$ cat config.mk
export PLATFORM = sky130hd
export DESIGN_NAME = rf_write_arbiter
export DESIGN_NICKNAME = d
export VERILOG_FILES = /design/src/rtl/rf_write_arbiter.sv
export SDC_FILE = /design/constraint.sdc
export NUM_CORES = 1
export LEC_CHECK = 0
export CAP_MARGIN = 20
export CORE_MARGIN = 5
export CORE_UTILIZATION = 54
export CTS_BUF_LIST = sky130_fd_sc_hd__clkbuf_16
export DETAILED_ROUTE_END_ITERATION = 10
export PLACE_DENSITY = 0.85
export SYNTH_ARGS = -nofsm -noshare
export SYNTH_HDL_FRONTEND = slang
export SYNTH_SLANG_ARGS = --single-unit
$ cat constraint.sdc
create_clock -name clk -period 7.4 [get_ports clk]
set_input_delay 0.74 -clock clk [delete_from_list [all_inputs] [get_ports clk]]
set_output_delay 0.74 -clock clk [all_outputs]
set_load 0.01 [all_outputs]
$ cat src/rtl/rf_write_arbiter.sv
// Round-robin write-port arbiter for the register file: grants up to N_WRITE
// requesters per cycle, drops r0 writes, and resolves same-cycle address clashes.
module rf_write_arbiter #(
  parameter int WIDTH   = 32,
  parameter int DEPTH   = 32,
  parameter int N_REQ   = 4,
  parameter int N_WRITE = 2,
  localparam int ADDR_WIDTH = $clog2(DEPTH)
) (
  input  logic                                 clk,
  input  logic                                 resetn,
  input  logic [N_REQ-1:0]                     req_valid,
  input  logic [N_REQ-1:0][ADDR_WIDTH-1:0]     req_addr,
  input  logic [N_REQ-1:0][WIDTH-1:0]          req_data,
  output logic [N_REQ-1:0]                     req_ready,
  output logic [N_WRITE-1:0]                   wen,
  output logic [N_WRITE-1:0][ADDR_WIDTH-1:0]   waddr,
  output logic [N_WRITE-1:0][WIDTH-1:0]        wdata
);

  localparam int PTR_W = $clog2(N_REQ);
  localparam int SUM_W = PTR_W + 1;
  localparam logic [SUM_W-1:0] NREQ_S = SUM_W'(N_REQ);

  logic [PTR_W-1:0]                   ptr_q, ptr_d;
  logic [N_WRITE-1:0]                 wen_q, wen_d;
  logic [N_WRITE-1:0][ADDR_WIDTH-1:0] waddr_q, waddr_d;
  logic [N_WRITE-1:0][WIDTH-1:0]      wdata_q, wdata_d;

  logic [N_REQ-1:0] ready_c;
  logic [SUM_W-1:0] scan_sum;
  logic [PTR_W-1:0] scan_idx, last_idx;
  logic             any_acc, conflict, placed;

  // Scan from ptr with wrap; the port set built so far doubles as the
  // collision table, and ports always fill as a prefix from index 0.
  always_comb begin
    ready_c  = '0;
    wen_d    = '0;
    waddr_d  = '0;
    wdata_d  = '0;
    any_acc  = 1'b0;
    last_idx = '0;
    scan_sum = '0;
    scan_idx = '0;
    conflict = 1'b0;
    placed   = 1'b0;
    for (int j = 0; j < N_REQ; j++) begin
      scan_sum = {1'b0, ptr_q} + SUM_W'(j);
      if (scan_sum >= NREQ_S) scan_sum = scan_sum - NREQ_S;
      scan_idx = scan_sum[PTR_W-1:0];
      if (req_valid[scan_idx]) begin
        if (req_addr[scan_idx] == '0) begin
          ready_c[scan_idx] = 1'b1;
          any_acc           = 1'b1;
          last_idx          = scan_idx;
        end else begin
          conflict = 1'b0;
          for (int k = 0; k < N_WRITE; k++)
            if (wen_d[k] && (waddr_d[k] == req_addr[scan_idx])) conflict = 1'b1;
          placed = 1'b0;
          if (!conflict) begin
            for (int k = 0; k < N_WRITE; k++) begin
              if (!placed && !wen_d[k]) begin
                wen_d[k]   = 1'b1;
                waddr_d[k] = req_addr[scan_idx];
                wdata_d[k] = req_data[scan_idx];
                placed     = 1'b1;
              end
            end
          end
          if (placed) begin
            ready_c[scan_idx] = 1'b1;
            any_acc           = 1'b1;
            last_idx          = scan_idx;
          end
        end
      end
    end
    scan_sum = {1'b0, last_idx} + SUM_W'(1);
    if (scan_sum >= NREQ_S) scan_sum = scan_sum - NREQ_S;
    ptr_d = any_acc ? scan_sum[PTR_W-1:0] : ptr_q;
  end

  always_ff @(posedge clk or negedge resetn) begin
    if (!resetn) begin
      ptr_q   <= '0;
      wen_q   <= '0;
      waddr_q <= '0;
      wdata_q <= '0;
    end else begin
      ptr_q   <= ptr_d;
      wen_q   <= wen_d;
      waddr_q <= waddr_d;
      wdata_q <= wdata_d;
    end
  end

  assign req_ready = resetn ? ready_c : '0;
  assign wen       = wen_q;
  assign waddr     = waddr_q;
  assign wdata     = wdata_q;

endmodule

==> impl_metrics.ini, run 1 <==
[yosys]
yosysWarnings = 0
yosysSeqAreaShare = 0.234
async_flop_share = 1.00
synth-edff-count = 0
yosysTopAreaCell = mux4_2
syn-cell-area_um2 = 8330
postSynthAreaPerCell_um2 = 11.3
synth_cells = 736
ys_ff_latch = 78
synth_area_leaders = mux4_2 (41%), dfrtp_1 (23%), nand2_1 (7.1%)
synthFlopType = dfrtp_1
synth_top_area_share = 0.414
synth.distinct_cells = 67
syn_nets = 894

[sta]
worstMarginPinSlew_ns = 1.14
setup_viol = 0
slew_violations = 0
max_slew_margin = 0.236
finalSetupTns_ns = 0
post-route-period-util = 0.885
fin_ws_ns = 0.852
rsz0062_at_grt = false
period_needed_ns = 6.55
max_freq_mhz = 153
hold_viol_final = 0
finClkSkew_ns = 0.0110

[routing]
drc = 0
drt_wl_total_mm = 26.8
vias = 8023
wl_per_cell_um = 24.0
drt_iter0_drc = 1151
final_antenna_net_count = 0
vias_per_cell = 7.20
first_pass_iters = 7

[grt]
top_usage_layer = met2
antenna_found_initial = 0
grt_pass1_vias = 7844
gr-total-overflow = 0
grt_max_degree = 71
grtUsageMet2 = 0.482
track_usage = 0.298
use_met1 = 0.407
grt_use_met3 = 0.0551
grt_first_pass_wirelength_mm = 42.9

[critical_path]
cp_data_arrival_time_ns = 5.81
reg2reg_from = ptr_q[0]$_DFFE_PN0P_
reg2reg_depth = 14
cp.required_ns = 6.66
r2r_slack_ns = 1.74
crit_end = req_ready[0]
worstSetupEndpointType = primary output
start_kind = flip-flop
critPathKind = reg2out
crit_start = ptr_q[0]$_DFFE_PN0P_
crit_fanout = 62
r2r-end = wdata[40]$_DFF_PN0_

[finish]
area_growth_pct = 32.6
finalInstanceArea_um2 = 11100
fillers = 1026
final_cell_mix = clkdlybuf4s50_1 (232), nand2_1 (157), mux4_2 (153)
diodes = 0
layout_commonest_cell = clkdlybuf4s50_1
instances_no_fill = 1115
utilization = 0.730
fin_nets = 1080
drive_above_1_share = 0.218

[pwr]
p_leak_nw = 4.08
vdd_ir_drop_max_mv = 0.586
p_per_area_nw_per_um2 = 534

[clock_tree]
post_cts.resized_instances = 0
cts_setup_buffers = 0
htreeDepth = 3
hold_buffers = 0
clock-sinks = 78
cts_max_path_buffers = 2
clk_pin_slew_worst_paths_ns = 0.06
insertion_delay_ns = 0.35
cts_root_buf = clkbuf_16
cts_tree = done
numCtsBuffers = 9

[job]
cap_violations = 0

[floorplan]
ios = 234
die_h_um = 134
die_w_um = 134
start_util = 0.550
die-area_um2 = 18000
core-area_um2 = 15100
fp-row-count = 45

[place]
place_ws_ns = 1.25
dp.cells = 1097
place_congestion = 0.911
hpwl_mm = 18.9
placed_area_um2 = 10700
io_buffers = 233

[status]
outcome = finished, final reports clean

[min_path]
holdCritPathClass = in2async
==> Yosys cell counts, types with 4 or more instances <==
cell type	number
xnor2_1	5
a22oi_1	64
o21ai_0	5
o211ai_1	36
nand3_1	4
a222oi_1	8
and3b_1	6
buf_2	9
nand2_1	157
inv_1	15
mux4_2	153
nor3_1	8
a311oi_1	5
and2_1	7
buf_1	10
buf_6	4
nor2b_1	9
a31oi_1	4
a21oi_1	8
clkbuf_1	46
ha_1	4
o21a_1	5
nor2_1	17
dfrtp_1	78
nand3b_1	4
==> critical path, cell delays in order (launching register included) <==
cell and delay [ns]:
dfrtp_4 0.74, inv_1 0.20, ha_4 0.47, buf_4 0.69
mux4_2 0.56, o21a_1 0.47, buf_4 0.32, nor4b_4 0.24
o2111ai_2 0.18, o211ai_1 0.28, and4_1 0.46, nand2_1 0.09
a21boi_0 0.18, clkdlybuf4s50_1 0.56
==> where the power goes <==
part / total, mW / switching, mW / leakage (nW) / internal, mW
registers: 0.809 / 0.136 / 0.958 / 0.673
clock network: 0.435 / 0.178 / 0.145 / 0.256
logic: 4.66 / 2.45 / 2.97 / 2.20
==> metrics by stage <==
stage | hold slack [ns] | power (mW)
after floorplan | 0.444 | 4.10
after global placement | 0.764 | 5.27
after detailed placement | 0.766 | 5.37
after CTS | 0.399 | 5.82
after global routing | 0.424 | 6.31
final | 0.374 | 5.90
==> flip-flops by register name, summed over array words and instances (netlist names) <==
register / cells
wdata: 64
ptr_q: 2
waddr: 10
wen: 2
==> area by class of cell <==
type / instances / area (µm²) / area share
Multi-Input combinational cell: 571 / 6040 / 0.547
Sequential cell: 78 / 1960 / 0.177
Tap cell: 188 / 235 / 0.0213
Inverter: 15 / 56.3 / 0.00509
Timing Repair Buffer: 247 / 2470 / 0.224
Clock buffer: 9 / 225 / 0.0204
Clock inverter: 7 / 58.8 / 0.00532
==> worst min path at each step <==
stage	from	to	slack [ns]	cells past startpoint
after floorplan	resetn	ptr_q[0]$_DFFE_PN0P_	0.44	0
after global placement	resetn	wdata[46]$_DFF_PN0_	0.76	1
after detailed placement	resetn	wdata[14]$_DFF_PN0_	0.77	1
after CTS	resetn	wdata[14]$_DFF_PN0_	0.40	1
after global routing	resetn	wdata[14]$_DFF_PN0_	0.42	1
final	resetn	wdata[14]$_DFF_PN0_	0.37	1
==> kinds of logic after synthesis <==
logic type,count (synthesis),synth area share
buffers and inverters,87,0.0455
AO/OA/AOI/OAI,170,0.159
adder cells (fa/ha/maj),4,0.00601
flip-flops,78,0.234
AND/OR/NAND/NOR,233,0.129
XOR/XNOR,6,0.00631
multiplexers,158,0.420
==> metal layers <==
layer  share of wire  routed length, µm
met1            0.37               9850
met2            0.49              13100
met3            0.11               2870
met4           0.035                941
met5               0                  0
(Power assumes the default switching activity.)
==> inputs of run 2 (changes only) <==
SKIP_LAST_GASP = 1   (was not set)
==> results of run 2 <==
Final layout, timing and power as in run 1 (identical DEF).
==> inputs of run 3 (changes only) <==
CORE_UTILIZATION = 44   (was 54)
PLACE_DENSITY = 0.7   (was 0.85)
==> run 3 against run 2 <==
Setup slack better by 0.20 ns. Sequential cell count stayed put. Via count decreased by 4.0%. Register-to-register slack better by 0.22 ns. Critical path type unchanged.
==> impl_metrics.ini, run 3 (synthesis results as in run 1) <==
[status]
outcome = finished, final reports clean

[sta]
max_slew_margin = 0.230
hold_ws_ns = 0.346
post-route-period-util = 0.857
fin_ws_ns = 1.06
max_freq_mhz = 158
finClkSkew_ns = 0.0110
worstMarginPinSlew_ns = 1.15
rsz0062_at_grt = false
slew_violations = 0
setup_viol = 0
period_needed_ns = 6.34
hold_viol_final = 0
finalSetupTns_ns = 0

[grt]
grt_pass1_vias = 7578
grt_max_degree = 68
antenna_found_initial = 0
track_usage = 0.235
grt_first_pass_wirelength_mm = 41.1
gr-total-overflow = 0

[critical_path]
start_kind = flip-flop
crit_path_frequent_cell = buf_4
cp_cell_sequence = buf_4 > mux4_2 > o21a_2 > buf_4 > nor3_1 > a2111oi_0 > nand4_1 > and4_1 > nand2_1 > a21boi_0 > clkdlybuf4s50_1
critPathKind = reg2out
cp_slowest_cell = o21a_2
max_stage_delay_ns = 0.87
cp.buffers_inverters = 3
r2r_slack_ns = 1.96
cpLargestDelayFamily = buffers and inverters
worstSetupEndpointType = primary output
cp.required_ns = 6.66
crit_fanout = 55
cp_data_arrival_time_ns = 5.60

[routing]
final_antenna_net_count = 0
first_pass_iters = 8
drt_iter0_drc = 979
vias_per_cell = 6.66
drt_wl_total_mm = 26.0
wl_per_cell_um = 22.5
drc = 0
vias = 7703

[clock_tree]
hold_buffers = 0
htreeDepth = 3
clk_pin_slew_worst_paths_ns = 0.07
insertion_delay_ns = 0.34
post_cts.resized_instances = 0
cts_setup_buffers = 0
numCtsBuffers = 9
cts_tree = done
clock-sinks = 78
cts_root_buf = clkbuf_16
cts_max_path_buffers = 2

[floorplan]
ios = 234
die_h_um = 148
core-area_um2 = 18700
die_w_um = 148
start_util = 0.445
die-area_um2 = 21800
fp-row-count = 50

[place]
io_buffers = 233
place_ws_ns = 1.37
hpwl_mm = 18.4
place_congestion = 0.946

[finish]
largest_reg_flops = 64
fillers = 1537
area_growth_pct = 32.5
seqCellArea_um2 = 1960
layout_commonest_cell = clkdlybuf4s50_1
diodes = 0
multi_input_area_um2 = 6050
drive_above_1_share = 0.216
final_cell_mix = clkdlybuf4s50_1 (232), nand2_1 (157), mux4_2 (153)
fin_nets = 1075

[pwr]
p_leak_nw = 4.03
p_per_area_nw_per_um2 = 529
vdd_ir_drop_max_mv = 0.319

[min_path]
holdCritPathClass = in2async

[job]
cap_violations = 0
run 3: cell types whose count changed in the layout (fill, tap and decap cells not counted):
cell | before | now
buf_4 | 13 | 10
buf_16 | 2 | 0
inv_1 | 17 | 15
clkinv_1 | 1 | 2
inv_6 | 0 | 1
nor2_2 | 1 | 0
nor2_4 | 2 | 3
o21a_1 | 4 | 3
o21a_2 | 1 | 2
run 3: per-stage QoR:
stage | power [mW] | cells | cell area (µm²) | utilization
3_5_place_dp | 5.37 | 1140 | 10800 | 0.575
2_1_floorplan | 4.10 | 736 | 8330 | -
5_1_grt | 6.27 | 1156 | 11000 | 0.590
3_3_place_gp | 5.33 | 1140 | 10800 | 0.575
6_report | 5.84 | 1156 | 11000 | 0.590
4_1_cts | 5.83 | 1156 | 11000 | 0.590
run 3: worst paths after layout:
| path | startpoint | to | depth (start not counted) |
|---|---|---|---|
| worst max-delay path | ptr_q[0]$_DFFE_PN0P_ | req_ready[0] | 11 |
| worst max register to register | ptr_q[0]$_DFFE_PN0P_ | waddr[7]$_DFF_PN0_ | 12 |
| max in group asynchronous | resetn | ptr_q[0]$_DFFE_PN0P_ | 2 |
| min in group clk | ptr_q[1]$_DFFE_PN0P_ | ptr_q[1]$_DFFE_PN0P_ | 2 |
| worst min register to register | ptr_q[1]$_DFFE_PN0P_ | ptr_q[1]$_DFFE_PN0P_ | 2 |
| worst min-delay path | resetn | wdata[48]$_DFF_PN0_ | 1 |
run 3: layout make-up:
| class | count | share of cell area |
|---|---|---|
| repair buffers | 242 | 0.217 |
| clock buffers | 9 | 0.0204 |
| inverters | 15 | 0.00510 |
| well taps | 234 | 0.0265 |
| flip-flops and latches | 78 | 0.177 |
| clock inverters | 7 | 0.00578 |
| multi-input cells | 571 | 0.548 |
run 3: metal layers:
| metal | up-vias | part of all wire | GRT usage | routed length [µm] |
|---|---|---|---|---|
| met5 | - | 0 | 0 | 0 |
| li1 | 3371 | - | - | - |
| met1 | 3830 | 0.38 | 0.303 | 9770 |
| met4 | 0 | 0.034 | 0.0904 | 873 |
| met3 | 50 | 0.093 | 0.0466 | 2420 |
| met2 | 452 | 0.50 | 0.395 | 13000 |
run 3: report_power, final:
group	switching (mW)	internal (mW)	leakage, nW
registers	0.123	0.673	0.958
logic	2.44	2.16	2.94
clock network	0.186	0.259	0.141
